**config.mk**
```make
export PLATFORM = sky130hd
export DESIGN_NAME = punc_mem_arbiter
export DESIGN_NICKNAME = d
export VERILOG_FILES = /design/src/rtl/punc_mem_arbiter_pkg.sv /design/src/rtl/punc_mem_arbiter_sat_counter.sv /design/src/rtl/punc_mem_arbiter.sv
export SDC_FILE = /design/constraint.sdc
export NUM_CORES = 1
export LEC_CHECK = 0
export CAP_MARGIN = 20
export CELL_PAD_IN_SITES_DETAIL_PLACEMENT = 0
export CELL_PAD_IN_SITES_GLOBAL_PLACEMENT = 1
export CORE_MARGIN = 5
export CORE_UTILIZATION = 27
export DETAILED_ROUTE_END_ITERATION = 7
export GPL_TIMING_DRIVEN = 0
export HOLD_SLACK_MARGIN = 0.06
export PLACE_DENSITY = 0.88
export SYNTH_ARGS = -nofsm -noshare
export SYNTH_HDL_FRONTEND = slang
export SYNTH_HIERARCHICAL = 1
export SYNTH_SLANG_ARGS = --single-unit
```
**constraint.sdc**
```tcl
create_clock -name i_clk -period 2.4 [get_ports i_clk]
set_input_delay 0.72 -clock i_clk [delete_from_list [all_inputs] [get_ports i_clk]]
set_output_delay 0.72 -clock i_clk [all_outputs]
set_load 0.01 [all_outputs]
```
**src/rtl/punc_mem_arbiter_pkg.sv**
```systemverilog
// Shared encodings and the tie-break helper for the PUnC memory-port arbiter.
package punc_mem_arbiter_pkg;

   typedef enum logic [1:0] {
      ARB_IDLE   = 2'd0,
      ARB_ACCESS = 2'd1,
      ARB_RESP   = 2'd2
   } arb_state_t;

   typedef enum logic {
      ARB_OWN_CPU = 1'b0,
      ARB_OWN_DBG = 1'b1
   } arb_owner_t;

   // Round-robin pick; only meaningful when at least one request is eligible.
   function automatic arb_owner_t arb_pick(input logic i_cpu, input logic i_dbg,
                                           input arb_owner_t i_last);
      arb_owner_t w_pick;
      if (i_cpu && i_dbg) begin
         w_pick = (i_last == ARB_OWN_CPU) ? ARB_OWN_DBG : ARB_OWN_CPU;
      end else if (i_cpu) begin
         w_pick = ARB_OWN_CPU;
      end else begin
         w_pick = ARB_OWN_DBG;
      end
      return w_pick;
   endfunction

endpackage

```
**src/rtl/punc_mem_arbiter_sat_counter.sv**
```systemverilog
// Generic saturating up-counter with asynchronous clear; sticks at all-ones.
module sat_counter #(
   parameter int CNT_W = 16
) (
   input  logic             i_clk,
   input  logic             i_rst,
   input  logic             i_inc,
   output logic [CNT_W-1:0] o_cnt
);

   logic [CNT_W-1:0] r_cnt;

   always_ff @(posedge i_clk or posedge i_rst) begin
      if (i_rst) begin
         r_cnt <= '0;
      end else if (i_inc && (r_cnt != '1)) begin
         r_cnt <= r_cnt + 1'b1;
      end
   end

   assign o_cnt = r_cnt;

endmodule

```
**src/rtl/punc_mem_arbiter.sv**
```systemverilog
// Arbitrates the single PUnC memory port between the CPU and the debug/loader port.
// state      | meaning
// ARB_IDLE   | arbitrate eligible requests, latch winner's fields
// ARB_ACCESS | drive memory strobe from latched fields
// ARB_RESP   | ack owner with synchronous memory read data
module punc_mem_arbiter
   import punc_mem_arbiter_pkg::*;
#(
   parameter int ADDR_W = 16,
   parameter int DATA_W = 16,
   parameter int CNT_W  = 16
) (
   input  logic              i_clk,
   input  logic              i_rst,
   input  logic              i_cpu_req,
   input  logic              i_cpu_we,
   input  logic [ADDR_W-1:0] i_cpu_addr,
   input  logic [DATA_W-1:0] i_cpu_wdata,
   output logic              o_cpu_ack,
   output logic [DATA_W-1:0] o_cpu_rdata,
   input  logic              i_dbg_req,
   input  logic              i_dbg_we,
   input  logic [ADDR_W-1:0] i_dbg_addr,
   input  logic [DATA_W-1:0] i_dbg_wdata,
   output logic              o_dbg_ack,
   output logic [DATA_W-1:0] o_dbg_rdata,
   input  logic              i_dbg_freeze,
   output logic              o_mem_en,
   output logic              o_mem_we,
   output logic [ADDR_W-1:0] o_mem_addr,
   output logic [DATA_W-1:0] o_mem_wdata,
   input  logic [DATA_W-1:0] i_mem_rdata,
   output logic [CNT_W-1:0]  o_stall_cnt
);

   arb_state_t        r_state, w_state_nxt;
   arb_owner_t        r_owner, r_last, w_win;
   logic              r_we;
   logic [ADDR_W-1:0] r_addr;
   logic [DATA_W-1:0] r_wdata;
   logic              w_cpu_elig, w_dbg_elig, w_grant;
   logic              w_cpu_ack, w_dbg_ack;

   // Freeze only gates new CPU grants; an in-flight CPU access still finishes.
   assign w_cpu_elig = i_cpu_req & ~i_dbg_freeze;
   assign w_dbg_elig = i_dbg_req;

   always_comb begin
      w_state_nxt = r_state;
      w_grant     = 1'b0;
      w_win       = arb_pick(w_cpu_elig, w_dbg_elig, r_last);
      case (r_state)
         ARB_IDLE: begin
            if (w_cpu_elig || w_dbg_elig) begin
               w_grant     = 1'b1;
               w_state_nxt = ARB_ACCESS;
            end
         end
         ARB_ACCESS: w_state_nxt = ARB_RESP;
         ARB_RESP:   w_state_nxt = ARB_IDLE;
         default:    w_state_nxt = ARB_IDLE;
      endcase
   end

   always_ff @(posedge i_clk or posedge i_rst) begin
      if (i_rst) begin
         r_state <= ARB_IDLE;
      end else begin
         r_state <= w_state_nxt;
      end
   end

   always_ff @(posedge i_clk or posedge i_rst) begin
      if (i_rst) begin
         r_owner <= ARB_OWN_CPU;
         r_last  <= ARB_OWN_DBG;
         r_we    <= 1'b0;
         r_addr  <= '0;
         r_wdata <= '0;
      end else begin
         if (w_grant) begin
            r_owner <= w_win;
            if (w_win == ARB_OWN_CPU) begin
               r_we    <= i_cpu_we;
               r_addr  <= i_cpu_addr;
               r_wdata <= i_cpu_wdata;
            end else begin
               r_we    <= i_dbg_we;
               r_addr  <= i_dbg_addr;
               r_wdata <= i_dbg_wdata;
            end
         end
         if (r_state == ARB_ACCESS) begin
            r_last <= r_owner;
         end
      end
   end

   // Outputs decode straight from state so an async reset clears them at once.
   always_comb begin
      o_mem_en    = (r_state == ARB_ACCESS);
      o_mem_we    = (r_state == ARB_ACCESS) && r_we;
      o_mem_addr  = r_addr;
      o_mem_wdata = r_wdata;
      w_cpu_ack   = (r_state == ARB_RESP) && (r_owner == ARB_OWN_CPU);
      w_dbg_ack   = (r_state == ARB_RESP) && (r_owner == ARB_OWN_DBG);
      o_cpu_rdata = w_cpu_ack ? i_mem_rdata : '0;
      o_dbg_rdata = w_dbg_ack ? i_mem_rdata : '0;
   end

   assign o_cpu_ack = w_cpu_ack;
   assign o_dbg_ack = w_dbg_ack;

   sat_counter #(.CNT_W(CNT_W)) u_stall_cnt (
      .i_clk (i_clk),
      .i_rst (i_rst),
      .i_inc (i_cpu_req & ~w_cpu_ack),
      .o_cnt (o_stall_cnt)
   );

endmodule

```
After elaboration in Yosys (flattened, before gate mapping)
Cells that the tools add are included.
{ "word_totals": {"register_bits": 53, "input_bits": 87, "output_inout_bits": 84, "elab_cells": 36} }
{ "op_classes": {"add_sub_neg": 1, "eq_ne": 4, "mux": 12, "n_bitwise": 5, "reduce_logical": 7} }
{ "ops": {"columns": ["operator", "count"], "rows": [
  ["2-to-1 mux 16 bit", 4],
  ["adder 16 x 1 -> 16 bit, second input constant", 1],
  ["!= test 16 bit, second input constant", 1],
  ["2-to-1 mux 1 bit", 6],
  ["logical AND 1 bit", 5],
  ["case mux 2 bit (2 select lines)", 1],
  ["inverter 1 bit", 3],
  ["bitwise AND 1 bit", 2],
  ["== test 2 x 1 -> 1 bit, second input constant", 1],
  ["== test 2 bit, second input constant", 1],
  ["zero test 2 bit", 1],
  ["2-to-1 mux 2 bit", 1],
  ["!= test 2 bit, second input constant", 1],
  ["logical OR 1 bit", 1]
]} }

Logic depth before layout (Yosys ltp)
{ "logic_depth": {"word_depth": 5, "ltp_mapped": 6, "depth_no_buf": 6} }

Modules after synthesis
Netlist, hierarchy kept.
{ "by_module_without_submodules": {"columns": ["module", "n_inst", "cells_each", "area_each_um2", "seq_area_each_um2"], "rows": [
  ["punc_mem_arbiter", 1, 199, 1993.2, 927.1],
  ["sat_counter", 1, 71, 805.8, 400.4]
]} }

Worst setup path before layout
Ideal clock, no wire load.
{ "synth_path": {"path_kind": "input port to flip-flop", "start": "in i_cpu_req", "end": "reg u_stall_cnt.r_cnt[14] (netlist: u_stall_cnt/o_cnt[14])", "arrival_ns": 1.811, "setup_slack_ns": 0.464, "stages": 5, "n_path_buf": 0, "path_cell_list": "nor2b_1 > and4_1 > nand3_1 > nor2_1 > mux2_2"} }
{ "synth_via": {"elab_chain_cells": 2} }
{ "synth_lines": {"columns": ["item", "line", "source"], "rows": [
  ["start, declared", "punc_mem_arbiter.sv:15", "input logic i_cpu_req,"],
  ["bitwise AND 1 bit", "punc_mem_arbiter.sv:117", ".i_inc (i_cpu_req & ~w_cpu_ack),"],
  ["logical AND 1 bit", "punc_mem_arbiter_sat_counter.sv:16", "end else if (i_inc && (r_cnt != '1)) begin"],
  ["end signal, assigned", "punc_mem_arbiter_sat_counter.sv:17", "r_cnt <= r_cnt + 1'b1;"],
  ["end, declared", "punc_mem_arbiter_sat_counter.sv:11", "logic [CNT_W-1:0] r_cnt;"]
]} }
Every way passes these cells.
A chain may end at the register's enable or synchronous reset.

Final worst setup path
{ "layout_path": {"start": "reg r_state[0]", "end": "out o_mem_we"} }
{ "layout_via": {"elab_chain_cells": 2} }
{ "layout_lines": {"columns": ["item", "line", "source"], "rows": [
  ["start, declared", "punc_mem_arbiter.sv:36", "arb_state_t r_state, w_state_nxt;"],
  ["start signal, assigned", "punc_mem_arbiter.sv:69", "r_state <= w_state_nxt;"],
  ["== test 2 x 1 -> 1 bit", "punc_mem_arbiter.sv:102", "o_mem_we = (r_state == ARB_ACCESS) && r_we;"],
  ["logical AND 1 bit", "punc_mem_arbiter.sv:102", null],
  ["end, declared", "punc_mem_arbiter.sv:29", "output logic o_mem_we,"]
]} }
Every way passes these cells.

==> flow_results.org <==
** Status
- The run finished, with violations left.
- The final reports fail on setup timing.

** Hold path
- Hold/Removal Path Class :: reg -> reg

** Timing
- Worst setup margin :: -0.0130 ns
- Number of failing hold endpoints at the final stage :: 0
- Setup repair after global routing could not meet its margin everywhere.
- Tightest Pin Transition :: 0.763 ns
- Tightest slew margin relative to the limit :: 49.1%
- Pins over their slew limit :: 0
- Setup violations remaining at the end of the flow were counted as 1.
- On the final layout, the worst hold slack is 0.490 ns.
- Final worst path period share :: 101%
- Worst Clk Skew :: 0.0136 ns
- Based on the critical path, the design can be clocked at up to 414 MHz.
- For the finished layout, the period the worst path requires is 2.41 ns.

** Synth
- The commonest cells after synthesis are sky130_fd_sc_hd__dfrtp_1, sky130_fd_sc_hd__nand2_1, sky130_fd_sc_hd__and2_1, sky130_fd_sc_hd__mux2i_1, sky130_fd_sc_hd__o21ai_1.
- Synth top area share :: 46.5%
- Count of cell types in the netlist :: 37
- Most area-hungry cell type in the Yosys netlist :: sky130_fd_sc_hd__dfrtp_1
- Area of the mapped netlist :: 2800 um2
- Yosys instantiated no cell more often than sky130_fd_sc_hd__dfrtp_1.
- Yosys warning count :: 6
- Net count after synthesis :: 358
- Counting flops with a built-in enable in the synthesized netlist gives 0.
- Leading register cell type out of synthesis :: sky130_fd_sc_hd__dfrtp_1
- Sequential area share after synthesis :: 47.4%
- Of all flip-flops after synthesis, the portion carrying an async set or reset was 100%.
- In the synthesized netlist, the number of instances is 270.
- After synthesis the netlist holds a flip-flop and latch count of 53.
- Sorting the synthesized cells by area gives the leading types as sky130_fd_sc_hd__dfrtp_1, sky130_fd_sc_hd__mux2i_1, sky130_fd_sc_hd__and2_1.
- In this run the mean area of a mapped cell was 10.4 um2.

** Floorplanning
- The die covers 12,500 um2.
- Measured along the y axis, the die boundary spans 112 um.
- Row Count :: 37
- Std-Cell Core Area :: 10,200 um2
- Starting utilization of the core area :: 27.4%
- 171 I/O pins were placed.
- Width of the die :: 112 um

** Clocking
- The tree is rooted in a sky130_fd_sc_hd__clkbuf_8.
- TritonCTS built the clock tree.
- Clk Latency, worst-skew pair :: 0.30 ns
- Clock Sinks :: 53
- In this run the deepest clock path goes through 2 buffers.
- Clock transition at the registers of the reported paths :: 0.10 ns
- Hold repair after CTS inserted 0 buffers.
- Clock buffer count from CTS :: 5
- H-tree lvl count :: 2

** GRT
- Pin count of the biggest net entering global routing :: 38
- The initial antenna violation count was 0.
- Total GRT Usage :: 13.1%
- The via count of the first global-routing pass was 2,759.
- Total global routing overflow :: 0
- Global-route wire length before repair :: 13.6 mm

** Critical path
- Crit. End Element :: output port
- In this run the critical register-to-register path is launched from r_state[1].
- Data on the critical path arrives at its endpoint at 1.69 ns.
- Required time worst endpoint :: 1.68 ns
- In this run the critical register-to-register path is captured at u_stall_cnt/o_cnt[14].
- STA classifies the critical path startpoint as a register.
- The most critical setup path has its startpoint at r_state[0].
- Following the worst setup path forward leads to its endpoint at o_mem_we.
- Maximum fanout encountered on the critical timing path :: 5
- Reg-to-reg setup timing slack :: 0.33 ns
- Class of the most critical setup path :: reg -> out
- The worst register-to-register path has a depth of 7.

** Cells and area
- Number of nets in the layout :: 539
- Antenna Cells :: 0
- Growth of design area from synthesis to finish :: 71.7%
- Finished Core Util :: 47.0%
- Cells with a size suffix above 1 make up 10.2% of the layout.

** Route
- After detailed routing, the number of remaining DRC violations is 0.
- For this run, the detailed router's first-pass iteration total came to 4.
- Summed over all layers, the routed wires come to 8.33 mm.
- Number of violations reported at the end of detailed-routing iteration 0 :: 87
- Detailed-route via count :: 2,598
- Remaining antenna violation count :: 0
- Number of vias per cell after detailed routing :: 4.42
- Drt wl/cell :: 14.2 um

** Pwr
- Static leakage power :: 2.25 nW
- Areal power density over the cells :: 879 nW/um2
- VDD sags by at most 0.000407 V.

** Place
- Detailed placement finished with a half-perimeter wire length of 6.95 mm.
- Port buffering added 170 buffers.
- The congestion estimate from routability-driven global placement came to 0.734.

** Run
- Across the run, the number of max-cap violations was 0.
[worst max-delay path, cell delays in order (launching register included)]
cell                              delay [ns]
sky130_fd_sc_hd__dfrtp_1                0.45
sky130_fd_sc_hd__nor2b_2                0.25
sky130_fd_sc_hd__and2_1                 0.14
sky130_fd_sc_hd__clkdlybuf4s50_1        0.55
[how the worst min path moves through the flow]
stage / from / endpoint / slack [ns] / depth (start not counted)
2_1_floorplan: r_we / r_we / 0.45 / 2
3_3_place_gp: r_we / r_we / 0.46 / 2
3_5_place_dp: o_mem_addr[8] / o_mem_addr[8] / 0.47 / 2
4_1_cts: o_mem_addr[8] / o_mem_addr[8] / 0.50 / 2
5_1_grt: o_mem_addr[6] / o_mem_addr[6] / 0.52 / 2
6_report: o_mem_addr[9] / o_mem_addr[9] / 0.49 / 2
[sequential cells by signal, summed over array words and instances, names as in the netlist]
name and count:
o_mem_addr 16, o_mem_wdata 16, u_stall_cnt/o_cnt 16, r_state 2
r_last 1, r_owner 1, r_we 1
[metal layers]
metal  wire [um]  track usage [%]  up-vias
met2        4420             24.4       80
met4          45             2.43        0
met3         616             4.46        4
met1        3240             14.6     1232
met5           0                0        -
li1            -                -     1282
[kinds of logic after synthesis]
family | share of synthesized area [%]
and+or+nand+nor | 22.8
DFF | 47.4
AOI/OAI and AO/OA | 7.87
muxes | 13.0
buffers and inverters | 5.05
xor gates and xnor gates | 3.44
adders and majority gates | 0.447
[area by class of cell]
cell class	instances	area [um2]
Tap cell	136	170
Clock inverter	2	16.3
Multi-Input combinational cell	199	1340
Buffer	13	130
Inverter	4	16.3
Sequential cell	53	1330
Timing Repair Buffer	175	1720
Clock buffer	6	82.6
Fill cell	993	5420
[stage by stage]
step / power (mW) / worst slack, ns / setup TNS (ns) / cell area, um2 / instances
CTS: 4.29 / -0.198 / -2.54 / 4770 / 585
floorplan: 2.48 / 0.464 / 0 / 2800 / 270
detailed placement: 3.75 / -0.317 / -6.15 / 4670 / 576
finish: 4.22 / -0.0130 / -0.0130 / 4810 / 588
global placement: 3.70 / -0.257 / -8.20 / 4670 / 576
global route: 4.54 / -0.102 / -0.113 / 4810 / 588
[power by group]
part | switching (mW) | internal, mW
Sequential | 0.268 | 1.26
Clock | 0.294 | 0.238
Combinational | 0.963 | 1.20
Total | 1.53 | 2.70
[cell usage in the layout, fill, tap and decap left out, drive strengths merged, types with 5 or more instances in the layout]
cell type	count
clkdlybuf4s50	136
dfrtp	52
nand2	42
o21ai	36
mux2i	34
and2	34
dlygate4sd2	18
clkbuf	15
buf	14
xnor2	11
dlymetal6s2s	10
nand3	7
nand4	7
and3	5
[repair_timing]
item	4_1_cts	5_1_grt
resized for setup	25	26
buffers inserted	2	3
endpoints found under the setup margin	35	17
pin swaps	1	1
gates cloned	0	0
Power figures use the tool's default switching activity.
==> RTL edit 1, RTL diff (config.mk and constraints unchanged) <==
Change the parameter `DATA_W` from 16 to 32.
--- a/src/rtl/punc_mem_arbiter.sv
+++ b/src/rtl/punc_mem_arbiter.sv
@@ -8,5 +8,5 @@
 #(
    parameter int ADDR_W = 16,
-   parameter int DATA_W = 16,
+   parameter int DATA_W = 32,
    parameter int CNT_W  = 16
 ) (
Ports: changed (6 resized); port bits go from 171 to 267. The function was not compared with the original's and may differ.
==> RTL edit 1 against the original RTL <==
- synthesized area grew 34%
- wire length grew 59%
- total power grew 55%
- clock skew shrank 7.0 ps
- final area grew 44%
- sequential cell count grew 16
- hold slack lost 9.0 ps
- final cell count grew 44%
- maximum frequency grew 3.4%
- global-route usage grew 2.7 points
- setup slack gained 79 ps
==> RTL edit 1: results (changes against the original RTL) <==
* Outcome: completed
* Clock group power at 0.00124 W (+130%)
* Unique cell type count in the Yosys netlist at 36 (-2.7%)
* Largest net degree at the start of global routing at 33 (-13%)
* CP max stage cell: dfrtp_2
* Worst-Margin Slew at 607 ps (-156 ps)
* Htree depth at 3 (+1)
* Wire length on met1 at 4710 um (+45%)
* Number of buffers created by CTS at 9 (+4)
* Seq/Total Area, Yosys at 46.1% (-1.3 points)
* XOR/XNOR Fraction of Synth Area at 2.57% (-0.87 points)
* Area occupied by multi-input gates at 1860 um2 (+38%)
* Post-CTS sizing at 220 (+780%)
* Metal3 WL at 1470 um (+140%)
* Routability cong. at 0.879 (+20%)
* Routed WL at 13200 um (+59%)
* Post-Place Cells at 822 (+43%)
* P_comb at 0.00330 W (+53%)
* WL met2 at 6800 um (+54%)
* Dpl ws at -332 ps (-14.8 ps)
* Hold WS at 481 ps (-9.00 ps)
* Fillers at 1260 (+27%)
* First DRT Iteration DRCs at 132 (+52%)
* Synth top area cells: dfrtp_1 45%, mux2i_1 13%, and2_1 11%
* Vias after detailed routing at 3807 (+47%)
* Top cells by count, synth: 68 x dfrtp_1, 66 x and2_1, 57 x nand2_1, 50 x mux2i_1, 50 x o21ai_1
==> RTL edit 1: cell types whose count changed after synthesis, sizes merged, moves of 2 or more <==
| cell | delta |
|---|---|
| clkbuf | +7 |
| o21ai | +16 |
| buf | +2 |
| mux2i | +16 |
| nand2 | +16 |
| dfrtp | +16 |
| and2 | +32 |
==> RTL edit 1: cell type report <==
type,count,share of cell area [%]
Multi-Input combinational cell,279,26.8
Timing Repair Buffer,278,37.5
Clock buffer,9,3.24
Clock inverter,7,0.739
Sequential cell,69,24.9
Inverter,4,0.216
Buffer,22,3.32
Tap cell,180,3.24
==> RTL edit 1: worst max path at each step <==
| stage | from | endpoint | cells after the start | slack [ps] |
|---|---|---|---|---|
| final | r_state[0] | o_cpu_rdata[0] | 5 | 70 |
| after global routing | r_state[0] | o_cpu_rdata[0] | 5 | 0.6 |
| after CTS | r_owner | o_cpu_rdata[8] | 6 | -70 |
| after detailed placement | r_state[0] | o_cpu_rdata[8] | 4 | -330 |
| after global placement | i_rst | o_mem_wdata[14] | 2 | -680 |
| after floorplan | i_rst | o_mem_addr[0] | 1 | 400 |
==> RTL edit 1: per-layer routing <==
layer | vias up | track usage, %
li1 | 1847 | -
met1 | 1748 | 16.2
met2 | 190 | 29.0
met3 | 22 | 6.71
met4 | 0 | 5.31
met5 | - | 0
==> RTL edit 1: cell families after synthesis <==
family	Yosys count
and+or+nand+nor	159
DFF	69
AOI/OAI and AO/OA	56
muxes	52
buffers and inverters	27
xor gates and xnor gates	11
adders and majority gates	1
==> RTL edit 1: worst max-delay path, delay by kind of cell, from the launching register on <==
family | cells | cell delay, ps
flip-flops | 1 | 440
AND/OR/NAND/NOR | 2 | 370
buffers and inverters | 3 | 490
==> RTL edit 2, RTL diff (same flow settings) <==
Without the edit above. The 3 states of `arb_state_t` get a one-hot encoding in 3 bits.
--- a/src/rtl/punc_mem_arbiter_pkg.sv
+++ b/src/rtl/punc_mem_arbiter_pkg.sv
@@ -2,8 +2,8 @@
 package punc_mem_arbiter_pkg;
 
-   typedef enum logic [1:0] {
-      ARB_IDLE   = 2'd0,
-      ARB_ACCESS = 2'd1,
-      ARB_RESP   = 2'd2
+   typedef enum logic [2:0] {
+      ARB_IDLE   = 3'b001,
+      ARB_ACCESS = 3'b010,
+      ARB_RESP   = 3'b100
    } arb_state_t;
 
Check against the original RTL: same outputs for any inputs over 10 cycles, from zero or initial values and one cycle with i_rst high; not proved beyond that.
==> RTL edit 2 against the original RTL <==
- the run still ends with setup timing left
- synthesized area increased by 1.7%
- total power increased by 1.3%
- die area increased by 1.6%
- core utilization increased by 1.3 points
- setup slack got worse by 52 ps
- final area increased by 3.8%
- clock skew decreased by 1.2 ps
- sequential cell count increased by 1
- hold slack got worse by 1.4 ps
- wire length increased by 7.3%
- sequential share of layout area decreased by 0.46 points
- largest power group unchanged
==> RTL edit 2: results (changes against the original RTL) <==
* DP Area at 4720 um2 (+1.0%)
* Fillers at 972 (-2.1%)
* Failing checks: setup timing
* Largest net degree at the start of global routing at 39 (+2.6%)
* GRT Total Usage at 13.7% (+0.52 points)
* Final nets at 551 (+2.2%)
* WL met2 at 4520 um (+2.3%)
* Crit-path leading delay family: flip-flops
* Synth top area cells: dfrtp_1 46%, mux2i_1 12%, and2_1 7.5%
* Synth Register Bits at 54 (+1.9%)
* Final setup fails at 3 (+2)
* Vias after detailed routing at 2676 (+3.0%)
* Fraction of layout cells with a size suffix above 1 at 22.4% (+12 points)
* Worst Setup SP: r_state[0]
* Final setup margin at -64.6 ps (-51.6 ps)
* Dpl ws at -301 ps (+16.5 ps)
* Metal3 WL at 744 um (+21%)
* CP arrival at 1740 ps (+50 ps)
* Buffer share of cell area at 38.3% (-0.18 points)
* Met2 usage at 24.1% (-0.33 points)
* Worst Hold End: o_mem_addr[2]
* Worst flop-to-flop path endpoint: u_stall_cnt/o_cnt[14]
* Non-CTS buffers at 198 (+5.3%)
* Vias in the first global route at 2848 (+3.2%)
* Register share of the cell area at 27.2% (-0.46 points)
* HPWL after detailed placement at 6930 um (-0.26%)
* Cell-internal power at 0.00275 W (+2.1%)
* First DRT Iteration DRCs at 72 (-17%)
* Outcome: finished, violations left
* Leakage at 2.19 nW (-2.6%)
* Non-Filler Instances at 600 (+2.0%)
* Wire length on met1 at 3530 um (+8.9%)
* Seq/Total Area, Yosys at 47.5% (+0.11 points)
* Post-Place Cells at 577 (+0.17%)
* Unique cell type count in the Yosys netlist at 38 (+2.7%)
* First-pass GRT wire length at 14100 um (+3.7%)
* Clkbuf count at 5 (-1)
* Worst r2r path cells at 9 (+2)
* CP endpoint: o_cpu_rdata[9]
* Area occupied by multi-input gates at 1420 um2 (+5.7%)
* Hold WS at 489 ps (-1.37 ps)
* Worst-skew pair later-pin latency at 320 ps (+20 ps)
* Synthesized Nets at 359 (+0.28%)
* Routability cong. at 0.734 (about the same)
* Clock group power at 0.000644 W (+21%)
* TNS Setup at -150 ps (-137 ps)
* CP max stage delay at 620 ps (+70 ps)
* Max IR drop VDD at 0.426 mV (+4.7%)
* Register share of total power at 37.1% (+0.9 points)
* Critical hold path startpoint: o_mem_addr[2]
* Routed len/inst at 14.9 um (+5.2%)
* Area grow syn2layout at 75.2%
* CP max stage cell: dfstp_2
* Mapped Cells at 271 (+0.37%)
RTL edit 2: cell count changes in the layout (fill, tap and decap cells not counted), sizes merged, moves of 2 or more:
cell | unedited run | this run
clkbuf | 15 | 17
clkdlybuf4s50 | 136 | 134
dlymetal6s2s | 10 | 1
nor2b | 4 | 2
nor3b | 1 | 3
dlygate4sd2 | 18 | 2
buf | 14 | 48
RTL edit 2: logic make-up (layout without fill, tap and decap cells):
group                      Yosys count  after routing  synth area share (%)
and+or+nand+nor                    112            112                  23.5
DFF                                 54             54                  47.5
AOI/OAI and AO/OA                   40             40                  7.60
muxes                               36             36                  12.7
buffers and inverters               17            210                  4.83
xor gates and xnor gates            11             11                  3.38
adders and majority gates            1              1                 0.439
RTL edit 2: repair_timing:
| item | 4_1_cts | 5_1_grt |
|---|---|---|
| cloned | 1 | 1 |
| pin swaps | 7 | 10 |
| buffers inserted | 11 | 5 |
| resized for setup | 123 | 54 |
| endpoints found under the setup margin | 36 | 36 |
